`src/rtl/bram_pkg.sv`:
```
// Shared types and constants for the feature-map BRAM read path.
package bram_pkg;

    typedef enum logic [1:0] {IDLE, RUN, DRAIN} rd_state_t;

    localparam int BRAM_RD_LAT = 1;

endpackage

```
`src/rtl/skid_fifo2.sv`:
```
// Two-entry FIFO that absorbs BRAM read data while the downstream stalls.
module skid_fifo2 #(
    parameter int unsigned W = 17
) (
    input  logic         clk,
    input  logic         rst_n,
    input  logic         push,
    input  logic [W-1:0] din,
    input  logic         pop,
    output logic [W-1:0] dout,
    output logic [1:0]   occ,
    output logic         empty
);

    logic [W-1:0] mem [2];
    logic         wr_ptr;
    logic         rd_ptr;
    logic [1:0]   cnt;

    always_ff @(posedge clk or negedge rst_n) begin
        if (!rst_n) begin
            for (int i = 0; i < 2; i++) mem[i] <= '0;
            wr_ptr <= 1'b0;
            rd_ptr <= 1'b0;
            cnt    <= 2'd0;
        end else begin
            if (push) begin
                mem[wr_ptr] <= din;
                wr_ptr      <= ~wr_ptr;
            end
            if (pop) rd_ptr <= ~rd_ptr;
            case ({push, pop})
                2'b10:   cnt <= cnt + 2'd1;
                2'b01:   cnt <= cnt - 2'd1;
                default: cnt <= cnt;
            endcase
        end
    end

    assign dout  = mem[rd_ptr];
    assign occ   = cnt;
    assign empty = (cnt == 2'd0);

endmodule

```
`src/rtl/bram_stream_reader.sv`:
```
// Sequences reads from BRAM port B and streams the words out with valid/ready,
// using a credit check so the 2-entry FIFO can never overflow.
module bram_stream_reader
    import bram_pkg::*;
#(
    parameter int unsigned DW    = 16,
    parameter int unsigned DEPTH = 1024,
    parameter int unsigned AW    = (DEPTH <= 1) ? 1 : $clog2(DEPTH)
) (
    input  logic                 clk,
    input  logic                 rst_n,
    input  logic                 start,
    input  logic [AW-1:0]        base_addr,
    input  logic [AW:0]          len,
    output logic                 busy,
    output logic                 done,
    output logic                 b_en,
    output logic [AW-1:0]        b_addr,
    input  logic signed [DW-1:0] b_dout,
    output logic                 m_valid,
    input  logic                 m_ready,
    output logic signed [DW-1:0] m_data,
    output logic                 m_last
);

    localparam int unsigned LW      = AW + 1;
    localparam int unsigned CREDITS = BRAM_RD_LAT + 1;

    rd_state_t     state;
    rd_state_t     state_nxt;
    logic [AW-1:0] addr_q;
    logic [LW-1:0] len_q;
    logic [LW-1:0] issued_q;
    logic          inflight_q;
    logic          last_inflight_q;
    logic          done_q;

    logic [DW:0]   fifo_dout;
    logic [1:0]    fifo_occ;
    logic          fifo_empty;
    logic          pop;
    logic          head_last;
    logic          last_issue;
    logic          credit_ok;
    logic [2:0]    pending;

    assign m_valid    = !fifo_empty;
    assign pop        = m_valid && m_ready;
    assign head_last  = fifo_dout[DW];
    assign last_issue = (issued_q == len_q - LW'(1));

    // Words already owed to the FIFO after this cycle's pop must leave room for one more.
    assign pending   = {2'b00, inflight_q} + {1'b0, fifo_occ} - {2'b00, pop};
    assign credit_ok = (pending < 3'(CREDITS));

    always_ff @(posedge clk or negedge rst_n) begin
        if (!rst_n) state <= IDLE;
        else        state <= state_nxt;
    end

    always_comb begin
        state_nxt = state;
        case (state)
            IDLE:    if (start && (len != '0)) state_nxt = RUN;
            RUN:     if (b_en && last_issue)   state_nxt = DRAIN;
            DRAIN:   if (pop && head_last)     state_nxt = IDLE;
            default: state_nxt = IDLE;
        endcase
    end

    always_comb begin
        b_en = 1'b0;
        busy = 1'b0;
        case (state)
            RUN: begin
                b_en = credit_ok;
                busy = 1'b1;
            end
            DRAIN:   busy = 1'b1;
            default: ;
        endcase
    end

    // Address/issue counters, read-latency tracking and done pulse.
    always_ff @(posedge clk or negedge rst_n) begin
        if (!rst_n) begin
            addr_q          <= '0;
            len_q           <= '0;
            issued_q        <= '0;
            inflight_q      <= 1'b0;
            last_inflight_q <= 1'b0;
            done_q          <= 1'b0;
        end else begin
            if ((state == IDLE) && start && (len != '0)) begin
                addr_q   <= base_addr;
                len_q    <= len;
                issued_q <= '0;
            end else if (b_en) begin
                addr_q   <= (addr_q == AW'(DEPTH - 1)) ? '0 : addr_q + AW'(1);
                issued_q <= issued_q + LW'(1);
            end
            inflight_q      <= b_en;
            last_inflight_q <= b_en && last_issue;
            done_q          <= ((state == IDLE) && start && (len == '0)) ||
                               ((state == DRAIN) && pop && head_last);
        end
    end

    skid_fifo2 #(.W(DW + 1)) u_fifo (
        .clk   (clk),
        .rst_n (rst_n),
        .push  (inflight_q),
        .din   ({last_inflight_q, b_dout}),
        .pop   (pop),
        .dout  (fifo_dout),
        .occ   (fifo_occ),
        .empty (fifo_empty)
    );

    assign b_addr = addr_q;
    assign done   = done_q;
    assign m_data = fifo_dout[DW-1:0];
    assign m_last = head_last && m_valid;

endmodule
```
`config.mk`:
```
export PLATFORM = sky130hd
export DESIGN_NAME = bram_stream_reader
export DESIGN_NICKNAME = d
export VERILOG_FILES = /design/src/rtl/bram_pkg.sv /design/src/rtl/skid_fifo2.sv /design/src/rtl/bram_stream_reader.sv
export SDC_FILE = /design/constraint.sdc
export NUM_CORES = 1
export LEC_CHECK = 0
export BUFFER_PORTS_ARGS = -buffer_cell sky130_fd_sc_hd__buf_2
export CORE_MARGIN = 2
export CORE_UTILIZATION = 51
export CTS_BUF_LIST = sky130_fd_sc_hd__clkbuf_16
export CTS_CLUSTER_SIZE = 8
export DETAILED_ROUTE_END_ITERATION = 6
export PLACE_DENSITY = 0.73
export SETUP_SLACK_MARGIN = 0.2
export SYNTH_ARGS = -nofsm -noshare
export SYNTH_HDL_FRONTEND = slang
export SYNTH_SLANG_ARGS = --single-unit
```
`constraint.sdc`:
```
create_clock -name clk -period 4.6 [get_ports clk]
set_input_delay 0.23 -clock clk [delete_from_list [all_inputs] [get_ports clk]]
set_output_delay 0.23 -clock clk [all_outputs]
set_load 0.05 [all_outputs]
```
[After elaboration in Yosys (flattened, before gate mapping)]
Cells that the tools add are included.
Widths: inputs -> output; s select.
Cells by class
  add/subtract/negate cells: 7
  $lt $le $gt $ge: 4
  equal/unequal tests: 9
  muxes and demuxes: 18
  bitwise operators: 4
  reductions and logical operators: 21
Operators with widths (count)
  $mux 17: 4
  $bwmux 34: 1
  $mux 10: 3
  $mux 11: 2
  $demux 17 s1: 1
  $add 11x1->11 const B: 1
  $eq 11x11->1: 1
  $logic_and 1x1->1: 11
  $logic_not 11->1: 1
  $reduce_bool 11->1: 1
  $sub 11x1->11 const B: 1
  $add 10x1->10 const B: 1
  $eq 10x10->1 const B: 1
  $mux 2: 3
  $ne 2x2->1 const B: 3
  $pmux 2 s3: 1
  $eq 2x1->1 const B: 2
  $eq 2x2->1 const B: 2
  $ge 2x2->1 const B: 2
  $logic_not 2->1: 2
  $not 1->2: 2
  $pmux 2 s2: 1
  $reduce_bool 2->1: 2
  $add 1x2->3: 1
  other kinds (11): 13
Storage, ports and cells
  bits in registers: 75
  output and inout port bits: 31
  word-level logic and storage cells: 75

[Depth between registers and ports, before layout]
Gate-level depths: netlist of run 1.
  depth in word-level cells: 9
  gate-level depth with buffers: 15
  depth with buffers taken out: 15

[By module]
Synthesis of run 1 repeated with hierarchy kept, for this count alone.
Second synthesis, totals
  cells, all modules: 356
  area, all modules: 3996.3 sq um
By module, submodules not included
  bram_stream_reader: times used 1, cells each 252, area an instance 2353.5 sq um
  skid_fifo2: times used 1, cells each 104, area an instance 1642.8 sq um

[Worst setup path before layout of run 1]
No wires, ideal clock.
  path type: register -> register
  start: reg u_fifo.cnt[1], in the netlist u_fifo.occ[1]
  end: reg addr_q[9], in the netlist b_addr[9]
  library setup time: 136 ps
  arrival time: 3426 ps
  required time: 4464 ps
  path slack: 1038 ps
  cell stages (with the launch flop): 16
  period minus slack after synthesis: 3562 ps
  cell sequence: dfrtp_1 nor2_1 inv_1 nand2_1 inv_1 ha_1 nand2b_1 fa_1 xnor2_1 nand3_1 inv_2 clkbuf_1 nand2_1 o21ai_0 o31a_1 o21ai_0
Between the ends
  cells in the longest elaborated chain, start to end: 7
  elaborated cells between the ends (all ways): 8
  classes of those cells: add/sub (2); order compare (1); mux (1); reduce/logical (4)
Ends and longest elaborated chain
  start: declaration: line skid_fifo2.sv:18  | logic [1:0] cnt;
  start signal: assignment: line skid_fifo2.sv:33  | 2'b10: cnt <= cnt + 2'd1;
  start signal: assignment: line skid_fifo2.sv:34  | 2'b01: cnt <= cnt - 2'd1;
  start signal: assignment: line skid_fifo2.sv:35  | default: cnt <= cnt;
  $logic_not 2->1: line skid_fifo2.sv:42  | assign empty = (cnt == 2'd0);
  $logic_not 1->1: line bram_stream_reader.sv:47  | assign m_valid = !fifo_empty;
  named net m_valid: line bram_stream_reader.sv:20  | output logic m_valid,
  $logic_and 1x1->1: line bram_stream_reader.sv:48  | assign pop = m_valid && m_ready;
  named net pop: line bram_stream_reader.sv:41  | logic pop;
  $sub 3x1->3: line bram_stream_reader.sv:53  | assign pending = {2'b00, inflight_q} + {1'b0, fifo_occ} - {2'b00, pop};
  $lt 3x2->1: line bram_stream_reader.sv:54  | assign credit_ok = (pending < 3'(CREDITS));
  $mux 1: line bram_stream_reader.sv:74  | case (state)
  named net b_en: line bram_stream_reader.sv:17  | output logic b_en,
  $reduce_bool 2->1 (no source line)
  end signal: assignment: line bram_stream_reader.sv:95  | addr_q <= base_addr;
  end signal: assignment: line bram_stream_reader.sv:99  | addr_q <= (addr_q == AW'(DEPTH - 1)) ? '0 : addr_q + AW'(1);
  end: declaration: line bram_stream_reader.sv:31  | logic [AW-1:0] addr_q;
The timed path passes the listed nets, and every way through them passes these cells.
A chain may end at the register's enable or synchronous reset.

[Final worst setup path of run 1]
  start: reg u_fifo.cnt[1], in the netlist u_fifo.occ[1]
  end: reg state[0]
Between the ends
  cells in the longest elaborated chain, start to end: 9
  elaborated cells between the ends (all ways): 12
  classes of those cells: add/sub (2); order compare (1); eq/ne (2); mux (1); reduce/logical (6)
Ends and longest elaborated chain
  $logic_not 2->1 (*): line skid_fifo2.sv:42
  $logic_not 1->1 (*): line bram_stream_reader.sv:47
  $logic_and 1x1->1 (*): line bram_stream_reader.sv:48
  named net pop: line bram_stream_reader.sv:41
  $sub 3x1->3: line bram_stream_reader.sv:53
  $lt 3x2->1: line bram_stream_reader.sv:54
  $mux 1: line bram_stream_reader.sv:74
  $logic_and 1x1->1: line bram_stream_reader.sv:65  | RUN: if (b_en && last_issue) state_nxt = DRAIN;
  $ne 2x2->1 (no source line)
  $reduce_and 3->1 (no source line) (*)
  end signal: assignment: line bram_stream_reader.sv:58  | else state <= state_nxt;
  end: declaration: line bram_stream_reader.sv:29  | rd_state_t state;
The timed path passes the listed nets; every way through them passes the cells marked *.

==> results of run 1 <==
-- cells in the final DEF, fill, tap and decap left out, types with 2 or more instances in the layout --
cell	Yosys	layout
buf_4	0	2
clkinvlp_4	0	2
o31a_1	3	3
nor3_1	5	5
o22ai_1	2	2
clkbuf_16	0	9
xor2_1	16	16
mux2_2	58	58
ha_1	9	9
buf_2	0	71
a21oi_1	8	8
inv_6	0	3
o21ai_0	18	18
and3_1	6	6
nand2_1	37	37
xnor2_1	15	15
inv_1	13	13
nor4_1	3	3
mux2i_1	2	2
nand4_1	3	3
nand3_1	11	11
o21ai_1	2	2
a31oi_1	3	2
nand2b_1	6	6
dfrtp_1	75	75
nor2_1	21	21
-- cell type report --
class	instances	area, sq um	area share (%)
multi-input combinational	254	1960	41.8
sequential	75	1880	40.0
timing repair buffer	73	370	7.89
clock buffer	9	225	4.80
tap	99	124	2.64
clock inverter	7	82.6	1.76
inverter	14	52.6	1.12
-- path summary, 6_finish.rpt --
| path | to | slack [ps] | cells after the start |
|---|---|---|---|
| worst max-delay path | state[0] | 840 | 15 |
| worst min-delay path | b_addr[2] | 90 | 3 |
| worst max register to register | state[0] | 840 | 15 |
| worst min register to register | u_fifo.wr_ptr | 500 | 1 |
| max in group asynchronous | issued_q[4] | 3890 | 2 |
| min in group asynchronous | u_fifo.mem[5] | 120 | 2 |
-- report_power, final --
group,internal (mW),leakage (nW),switching (mW)
Clock,0.429,0.145,0.291
Combinational,0.644,1.04,1.11
Sequential,0.931,0.926,0.262
-- per-stage QoR --
step / utilization, % / hold slack (ps) / instances / area, sq um
floorplan: - / -65.6 / 353 / 3920
global placement: 59.8 / 432 / 515 / 4390
detailed placement: 59.8 / 436 / 515 / 4390
CTS: 64.0 / 87.5 / 531 / 4690
global route: 64.0 / 101 / 531 / 4690
finish: 64.0 / 89.1 / 531 / 4690
-- kinds of logic (layout without fill, tap and decap cells) --
| kind of cell | Yosys count | after routing |
|---|---|---|
| adder cells (fa/ha/maj) | 10 | 10 |
| multiplexers | 61 | 61 |
| AND/OR/NAND/NOR | 104 | 104 |
| XOR/XNOR | 32 | 32 |
| buffers and inverters | 24 | 103 |
| flip-flops | 75 | 75 |
| AO/OA/AOI/OAI | 47 | 47 |
-- registers in the layout, summed over array words and instances (netlist names) --
register         flops
inflight_q           1
done                 1
b_addr              10
u_fifo.mem          34
last_inflight_q      1
issued_q            11
u_fifo.occ           2
state                2
len_q               11
u_fifo.rd_ptr        1
u_fifo.wr_ptr        1
-- worst reg2reg max path, delay by kind of cell, from the launching register on --
kind            cells  cell delay (ps)
buf+inv             3              440
mux                 1              320
fa+ha+maj           2              650
compound gates      3              770
flops               1              440
simple gates        5              890
xor+xnor            1              140
-- routing by layer --
layer | vias to the layer above | part of all wire, %
li1 | 1385 | -
met1 | 1381 | 45
met2 | 65 | 50
met3 | 11 | 3.8
met4 | 0 | 1.6
met5 | - | 0
==> results.ini, run 1 <==
[outcome]
status = complete, no violations

[synthesis]
syn_nets = 404
syn_area_sq_mm = 0.00392
async_flop_share_pct = 100
syn_avg_cell_area_sq_um = 11.1
synthTopCellsByCount = dfrtp_1 (75), mux2_2 (58), nand2_1 (37)
synth_compound_gate_area_share_pct = 8.08
synth_edf_count = 0
synth_most_common_cell = dfrtp_1
ys.flop_type = dfrtp_1
syn_inst = 353
ys_warn_count = 0
yosysTopAreaCell = dfrtp_1
muxShareOfSynthArea_pct = 17.5
synth_top_family_by_area = multiplexers
synth_seq_cells = 75
yosysSeqAreaShare_pct = 47.9
synthXorXnorAreaFrac_pct = 7.51
synth_top_area_share_pct = 47.9
synthTopCellsByArea = dfrtp_1 (48%), mux2_2 (17%), xor2_1 (3.6%)
yosys.area_share.adder_pct = 3.39
yosysUniqueCellTypes = 50
synthSimpleGateAreaFrac_pct = 13.3

[grt]
grt_usage_pct = 20.0
grt_overflow_total = 0
antenna_found_initial = 0
grt_pass1_vias = 2865
gr-usage-met1_pct = 25.7
use_met2_pct = 33.8
busiest_layer = met2
grt_util_met3_pct = 3.53
grt_pass1_wl_um = 13400
grt_max_degree = 76

[worst_setup_path]
path_max_fanout = 14
critical_path.slowest_cell = dfrtp_1
arrival_ps = 3980
cp.required_ps = 4820
critPathLaunchType = flip-flop
timing.rr.start = u_fifo.occ[1]
crit_type = reg -> reg
crit_start = u_fifo.occ[1]
path_cells = nor2_1 -> inv_1 -> nand2_1 -> inv_1 -> ha_1 -> nand2b_1 -> fa_1 -> xnor2_1 -> nand3_1 -> inv_2 -> nand4_1 -> a2111oi_4 -> o2111ai_2 -> a21oi_2 -> mux2_1
endpoint_kind = flip-flop
path_delay_family = simple AND/OR/NAND/NOR gates
path_buf_inv = 3
max_stage_delay_ps = 440
crit_top_cell = inv_1

[detailed_routing]
post_drt_wl_per_cell_um = 14.6
viasPerCell = 5.35
num_vias = 2842
drc = 0
drt_iter0_markers = 94
drt_pre_antenna_iters = 4
drt_wl_total_um = 7770
postRouteAntennaNets = 0

[timing]
fin_crit_sh_pct = 81.8
tns_ps = 0
slew_headroom_pct = 23.1
skew_ps = 5.80
hold_violations = 0
setup-violations-final = 0
setup_ws_ps = 839
max_freq_mhz = 266
grt_setup_unrepaired = false
period_minus_slack_ps = 3760
drv_slew = 0
tightest_slew_ps = 1150

[clock_network]
root_buffer = clkbuf_16
insertion_delay_ps = 340
numCtsBuffers = 9
clkSlewWorstSetupHoldPaths_ps = 60
hold_buffers = 0
cts_resized = 0
cts_buffer_depth = 2
clock_sinks = 75
cts_max_level = 3
post_cts_buffers = 0
tritoncts = yes

[layout]
finalNetCount = 478
area_growth_syn_to_layout_pct = 19.9
drive_above_1_share_pct = 36.8
antenna_cells = 0
n_fill_cell = 560

[placed_design]
io_buffers = 71
place.gp.congestion = 0.860
dp_slack_ps = 798
hpwl_um = 5490

[floorplan]
dieArea_sq_mm = 0.00840
rows = 31
start_util_pct = 53.4
die_w_um = 91.6
core_sq_mm = 0.00733
die_y_um = 91.6
pin_count = 72

[power]
power_mw = 3.66
vdd_drop_max_v = 0.000330
p_per_area_mw_per_mm2 = 780
p_leak_nw = 2.11

[worst_hold_path]
hp-class = in -> reg
hp-start = base_addr[2]

[run]
maxCapViolCount = 0

No activity file was read; power rests on OpenSTA's default activity.
==> run 2: changes to the inputs <==
Settings changed: CORE_UTILIZATION 51 to 50, PLACE_DENSITY 0.73 to 0.75.
Clock period 4.6 ns to 3.2 ns, I/O delays scaled along.
==> run 2 against run 1 <==
- flip-flop and latch count did not move
- cell count grew 2.8%
- cell area grew 2.9%
- via count grew 1.8%
- non-clock buffer count up 12
- clock-buffer cell count stayed put
- critical path depth down 1
- critical endpoint unchanged
- register-to-register slack got worse by 570 ps
- clock power grew 32%
- sequential power is 41% higher
- global-route usage grew 0.14 points
- largest power group unchanged
- clock skew barely moved
==> results.ini, run 2 (synthesized netlist as in run 1, its figures left out) <==
[outcome]
status = complete, no violations

[layout]
finalNetCount = 490  ; +2.5%
area_growth_syn_to_layout_pct = 23.4
regMostFlops = u_fifo.mem
n_fill_cell = 625  ; +12%
layout_commonest_cell = dfrtp_1
design_area_sq_mm = 0.00483  ; +2.9%
drive_above_1_share_pct = 40.8  ; +4.0 points
top_regs = u_fifo.mem x34, issued_q x11, len_q x11
largest_reg_flops = 34  ; unchanged
antenna_cells = 0  ; unchanged
utilization_pct = 63.2  ; -0.85 points
final_cell_mix = dfrtp_1 (73), buf_2 (71), mux2_2 (58)

[power]
power_mw = 5.38  ; +47%
p_leak_nw = 2.18  ; +3.1%
vdd_drop_max_v = 0.000601  ; +82%
p_per_area_mw_per_mm2 = 1110  ; +43%

[timing]
tns_ps = 0  ; unchanged
skew_ps = 5.49  ; -0.316 ps
setup-violations-final = 0  ; unchanged
drv_slew = 0  ; unchanged
hold_violations = 0  ; unchanged
period_minus_slack_ps = 2940  ; -825 ps
setup_ws_ps = 264  ; -575 ps
slew_headroom_pct = 25.1  ; +2.0 points
max_freq_mhz = 341  ; +28%
fin_crit_sh_pct = 91.8  ; +10 points
grt_setup_unrepaired = true
tightest_slew_ps = 1120  ; -30.2 ps

[worst_setup_path]
arrival_ps = 3150  ; -830 ps
path_max_fanout = 4  ; -10
critPathLaunchType = flip-flop
crit_type = reg -> reg
cp.required_ps = 3410  ; -1410 ps
reg2regPathDepth = 14  ; -1
r2r_setup_slack_ps = 260  ; -570 ps
reg2reg_to = state[0]
endpoint_kind = flip-flop
timing.rr.start = u_fifo.occ[0]

[grt]
grt_usage_pct = 20.1  ; +0.14 points
grt_overflow_total = 0  ; unchanged
grt_max_degree = 46  ; -39%
antenna_found_initial = 0  ; unchanged
grt_pass1_vias = 2959  ; +3.3%
grt_pass1_wl_um = 13500  ; +0.46%

[floorplan]
rows = 32  ; +3.2%
dieArea_sq_mm = 0.00856  ; +1.9%
core_sq_mm = 0.00765  ; +4.3%
start_util_pct = 51.2  ; -2.2 points
pin_count = 72  ; unchanged
die_w_um = 92.5  ; +0.95%
die_y_um = 92.5  ; +0.95%

[detailed_routing]
drt_pre_antenna_iters = 4  ; unchanged
drc = 0  ; unchanged
postRouteAntennaNets = 0  ; unchanged
drt_wl_total_um = 8080  ; +4.0%
num_vias = 2893  ; +1.8%
drt_iter0_markers = 60  ; -36%
viasPerCell = 5.30  ; -1.0%
post_drt_wl_per_cell_um = 14.8  ; +1.2%

[worst_hold_path]
hp-class = in -> reg
hp-start = base_addr[1]
min_path_cells = 3  ; unchanged
worstHoldEndpoint = b_addr[1]

[clock_network]
tritoncts = yes
root_buffer = clkbuf_16
cts_max_level = 3  ; unchanged
clock_sinks = 75  ; unchanged
clkSlewWorstSetupHoldPaths_ps = 60  ; about the same
cts_buffer_depth = 2  ; unchanged
numCtsBuffers = 9  ; unchanged
insertion_delay_ps = 330  ; about the same

[placed_design]
io_buffers = 71  ; unchanged
hpwl_um = 5790  ; +5.5%
place.gp.congestion = 0.795  ; -7.6%
dp_slack_ps = 148  ; -650 ps
placed_cell_area_sq_mm = 0.00450  ; +2.6%

[run]
maxCapViolCount = 0  ; unchanged

==> run 2: cell count changes in the layout (fill, tap and decap cells not counted), moves of 2 or more <==
cell / previous run / this run
buf_4: 2 / 13
inv_1: 13 / 11
dfrtp_1: 75 / 73
dfrtp_2: 0 / 2
==> run 2: power by group <==
group / total (mW) / internal [mW] / switching, mW
clock network: 0.951 / 0.538 / 0.413
registers: 1.68 / 1.34 / 0.338
logic: 2.75 / 1.04 / 1.71
==> run 2: how the worst max path moves through the flow <==
stage | startpoint | endpoint | slack (ps)
CTS | u_fifo.occ[0] | state[0] | 200
floorplan | u_fifo.occ[1] | state[0] | 210
finish | u_fifo.occ[0] | state[0] | 260
global placement | u_fifo.occ[1] | state[0] | 250
detailed placement | u_fifo.occ[1] | state[0] | 150
global route | u_fifo.occ[0] | state[0] | 100
==> run 2: timing repair <==
action / in CTS / in global routing
hold buffers: 1 / 0
hold endpoints to repair: 14 / 0
resized for setup: 0 / 1
buffers inserted: 2 / 3
pin swaps: 1 / 3
setup endpoints to repair: 1 / 7
==> run 2: metal layers <==
| metal | part of all wire [%] | vias up | global-route usage [%] |
|---|---|---|---|
| li1 | - | 1410 | - |
| met1 | 44 | 1420 | 24.7 |
| met2 | 51 | 48 | 34.7 |
| met3 | 3.1 | 15 | 3.25 |
| met4 | 2.0 | 0 | 9.33 |
| met5 | 0 | - | 0 |
==> run 2: cell type report <==
type	count	area [sq um]	area share (%)
inverters	14	57.6	1.19
clock buffers	9	225	4.66
multi-input cells	254	2020	41.8
clock inverters	7	58.8	1.22
well taps	102	128	2.64
repair buffers	85	463	9.58
flip-flops and latches	75	1880	38.9
==> run 2: critical path: stages (launching register included) <==
cell and delay, ps:
dfrtp_2 430, nor2_4 170, inv_6 40, nand2_4 70, inv_2 50, ha_4 200, nand2b_4 140, fa_2 560
nand3_4 80, inv_2 60, nand4_1 110, a2111oi_4 240, o2111ai_2 170, a21oi_2 160, mux2_1 330
==> run 2: stage by stage <==
step / hold slack, ps / cells
2_1_floorplan: -136 / 353
3_3_place_gp: 344 / 524
3_5_place_dp: 349 / 524
4_1_cts: 21.1 / 543
5_1_grt: 52.3 / 546
6_report: 28.2 / 546
==> run 3: changes to the inputs <==
--- a/constraint.sdc
+++ b/constraint.sdc
@@ -3,2 +3,2 @@
 set_output_delay 0.16 -clock clk [all_outputs]
-set_load 0.05 [all_outputs]
+set_load 0.02 [all_outputs]
==> run 3 against run 2 <==
- clock skew grew 2.8 ps
- clock power grew 16%
- total power shrank 8.0%
- flip-flop and latch count is the same
- global-route usage grew 0.31 points
- largest cell class unchanged
- via count shrank 0.10%
- fmax grew 1.2%
- core utilization grew 0.23 points
- register-to-register slack gained 30 ps
==> results.ini, run 3 (synthesized netlist as in run 1, its figures left out) <==
[placed_design]
dp_slack_ps = 161  ; +13.2 ps
io_buffers = 71  ; unchanged
place.gp.congestion = 0.827  ; +4.1%
hpwl_um = 5720  ; -1.2%

[floorplan]
pin_count = 72  ; unchanged
dieArea_sq_mm = 0.00856  ; unchanged
die_y_um = 92.5  ; unchanged
start_util_pct = 51.2  ; unchanged
core_sq_mm = 0.00765  ; unchanged
rows = 32  ; unchanged
die_w_um = 92.5  ; unchanged

[timing]
slew_headroom_pct = 31.6  ; +6.5 points
tightest_slew_ps = 1030  ; -97.2 ps
period_minus_slack_ps = 2900  ; -34.1 ps
skew_ps = 8.31  ; +2.82 ps
tns_ps = 0  ; unchanged
drv_slew = 0  ; unchanged
finalHoldWorstSlack_ps = 21.6  ; -6.59 ps
fin_crit_sh_pct = 90.7  ; -1.1 points
max_freq_mhz = 345  ; +1.2%
setup-violations-final = 0  ; unchanged
grt_setup_unrepaired = true
setup_ws_ps = 298  ; +34.1 ps
hold_violations = 0  ; unchanged

[detailed_routing]
viasPerCell = 5.31  ; +0.26%
drc = 0  ; unchanged
drt_pre_antenna_iters = 4  ; unchanged
postRouteAntennaNets = 0  ; unchanged
post_drt_wl_per_cell_um = 15.0  ; +1.1%
drt_iter0_markers = 119  ; +98%
drt_wl_total_um = 8140  ; +0.68%
num_vias = 2890  ; -0.10%

[worst_setup_path]
crit_type = reg -> reg
path_max_fanout = 4  ; unchanged
critPathLaunchType = flip-flop
r2r_setup_slack_ps = 300  ; +30 ps
arrival_ps = 3120  ; -30 ps
endpoint_kind = flip-flop
critical_path.slowest_cell = fa_2
cp.required_ps = 3420  ; about the same
max_stage_delay_ps = 570  ; about the same
crit_top_cell = inv_2
path_cells = nor2_4 -> inv_2 -> nand2_2 -> inv_2 -> ha_4 -> nand2b_4 -> fa_2 -> nand3_4 -> inv_2 -> nand4_1 -> a2111oi_4 -> o2111ai_2 -> a21oi_2 -> mux2_1

[layout]
top_regs = u_fifo.mem x34, issued_q x11, len_q x11
layout_commonest_cell = dfrtp_1
drive_above_1_share_pct = 40.7  ; -0.042 points
area_growth_syn_to_layout_pct = 23.8
n_fill_cell = 618  ; -1.1%
finalNetCount = 488  ; -0.41%
final_cell_mix = dfrtp_1 (73), buf_2 (71), mux2_2 (58)
largest_reg_flops = 34  ; unchanged
multiInputGateArea_sq_mm = 0.00202  ; -0.12%
regMostFlops = u_fifo.mem
seq_area_sq_mm = 0.00188  ; unchanged
antenna_cells = 0  ; unchanged

[power]
vdd_drop_max_v = 0.000441  ; -27%
p_leak_nw = 2.18  ; +0.18%
p_per_area_mw_per_mm2 = 1020  ; -8.3%

[grt]
grt_usage_pct = 20.4  ; +0.31 points
grt_max_degree = 50  ; +8.7%
grt_overflow_total = 0  ; unchanged
grt_pass1_vias = 2865  ; -3.2%
grt_pass1_wl_um = 13700  ; +1.8%
antenna_found_initial = 0  ; unchanged

[clock_network]
clkSlewWorstSetupHoldPaths_ps = 60  ; about the same
cts_max_level = 3  ; unchanged
numCtsBuffers = 9  ; unchanged
tritoncts = yes
root_buffer = clkbuf_16
cts_buffer_depth = 2  ; unchanged
insertion_delay_ps = 340  ; about the same
clock_sinks = 75  ; unchanged

[worst_hold_path]
hp-class = in -> reg

[run]
maxCapViolCount = 0  ; unchanged

[outcome]
status = complete, no violations

==> run 3: layer usage <==
metal	track usage (%)	wire length [um]	vias up
met5	0	0	-
met4	6.34	153	0
met3	5.70	333	18
met2	35.3	4120	65
met1	24.9	3520	1399
li1	-	-	1408
==> run 3: path summary, 6_finish.rpt <==
kind / start / depth (start not counted) / to
worst max-delay path: u_fifo.occ[0] / 14 / state[0]
worst min-delay path: base_addr[9] / 3 / b_addr[9]
worst max register to register: u_fifo.occ[0] / 14 / state[0]
worst min register to register: u_fifo.wr_ptr / 1 / u_fifo.wr_ptr
max in group asynchronous: rst_n / 3 / u_fifo.occ[0]
min in group asynchronous: rst_n / 2 / u_fifo.mem[4]
==> run 3: final cells by class <==
class | instances | area share (%)
multi-input cells | 254 | 41.6
clock inverters | 7 | 2.04
well taps | 102 | 2.63
clock buffers | 9 | 4.64
flip-flops and latches | 75 | 38.8
repair buffers | 83 | 9.24
inverters | 14 | 1.08
==> run 3: power breakdown <==
group	total (mW)	switching (mW)	internal [mW]	leakage (nW)
Combinational	2.16	1.14	1.02	1.10
Clock	1.10	0.410	0.688	0.156
Sequential	1.69	0.345	1.34	0.924
Total	4.94	1.89	3.05	2.18
==> run 3: timing repair <==
item / 4_1_cts / 5_1_grt
hold buffers: 1 / 0
endpoints found under the setup margin: 1 / 5
gates resized for setup: 0 / 3
buffers inserted: 2 / 1
pin swaps: 2 / 1
endpoints found under the hold margin: 26 / 0
==> run 3: critical path: cells and delay by family, from the launching register on <==
| family | cells | cell delay [ps] |
|---|---|---|
| fa+ha+maj | 2 | 770 |
| mux | 1 | 320 |
| flops | 1 | 440 |
| compound gates | 3 | 580 |
| buf+inv | 3 | 160 |
| simple gates | 5 | 520 |
==> run 3: per-stage QoR <==
step,power [mW],cell area (sq um),util (%),instances
after floorplan,3.23,3970,-,353
after global placement,3.75,4480,58.6,524
after detailed placement,3.84,4480,58.6,524
after CTS,4.97,4830,63.2,543
after global routing,5.28,4850,63.4,544
final,4.94,4850,63.4,544
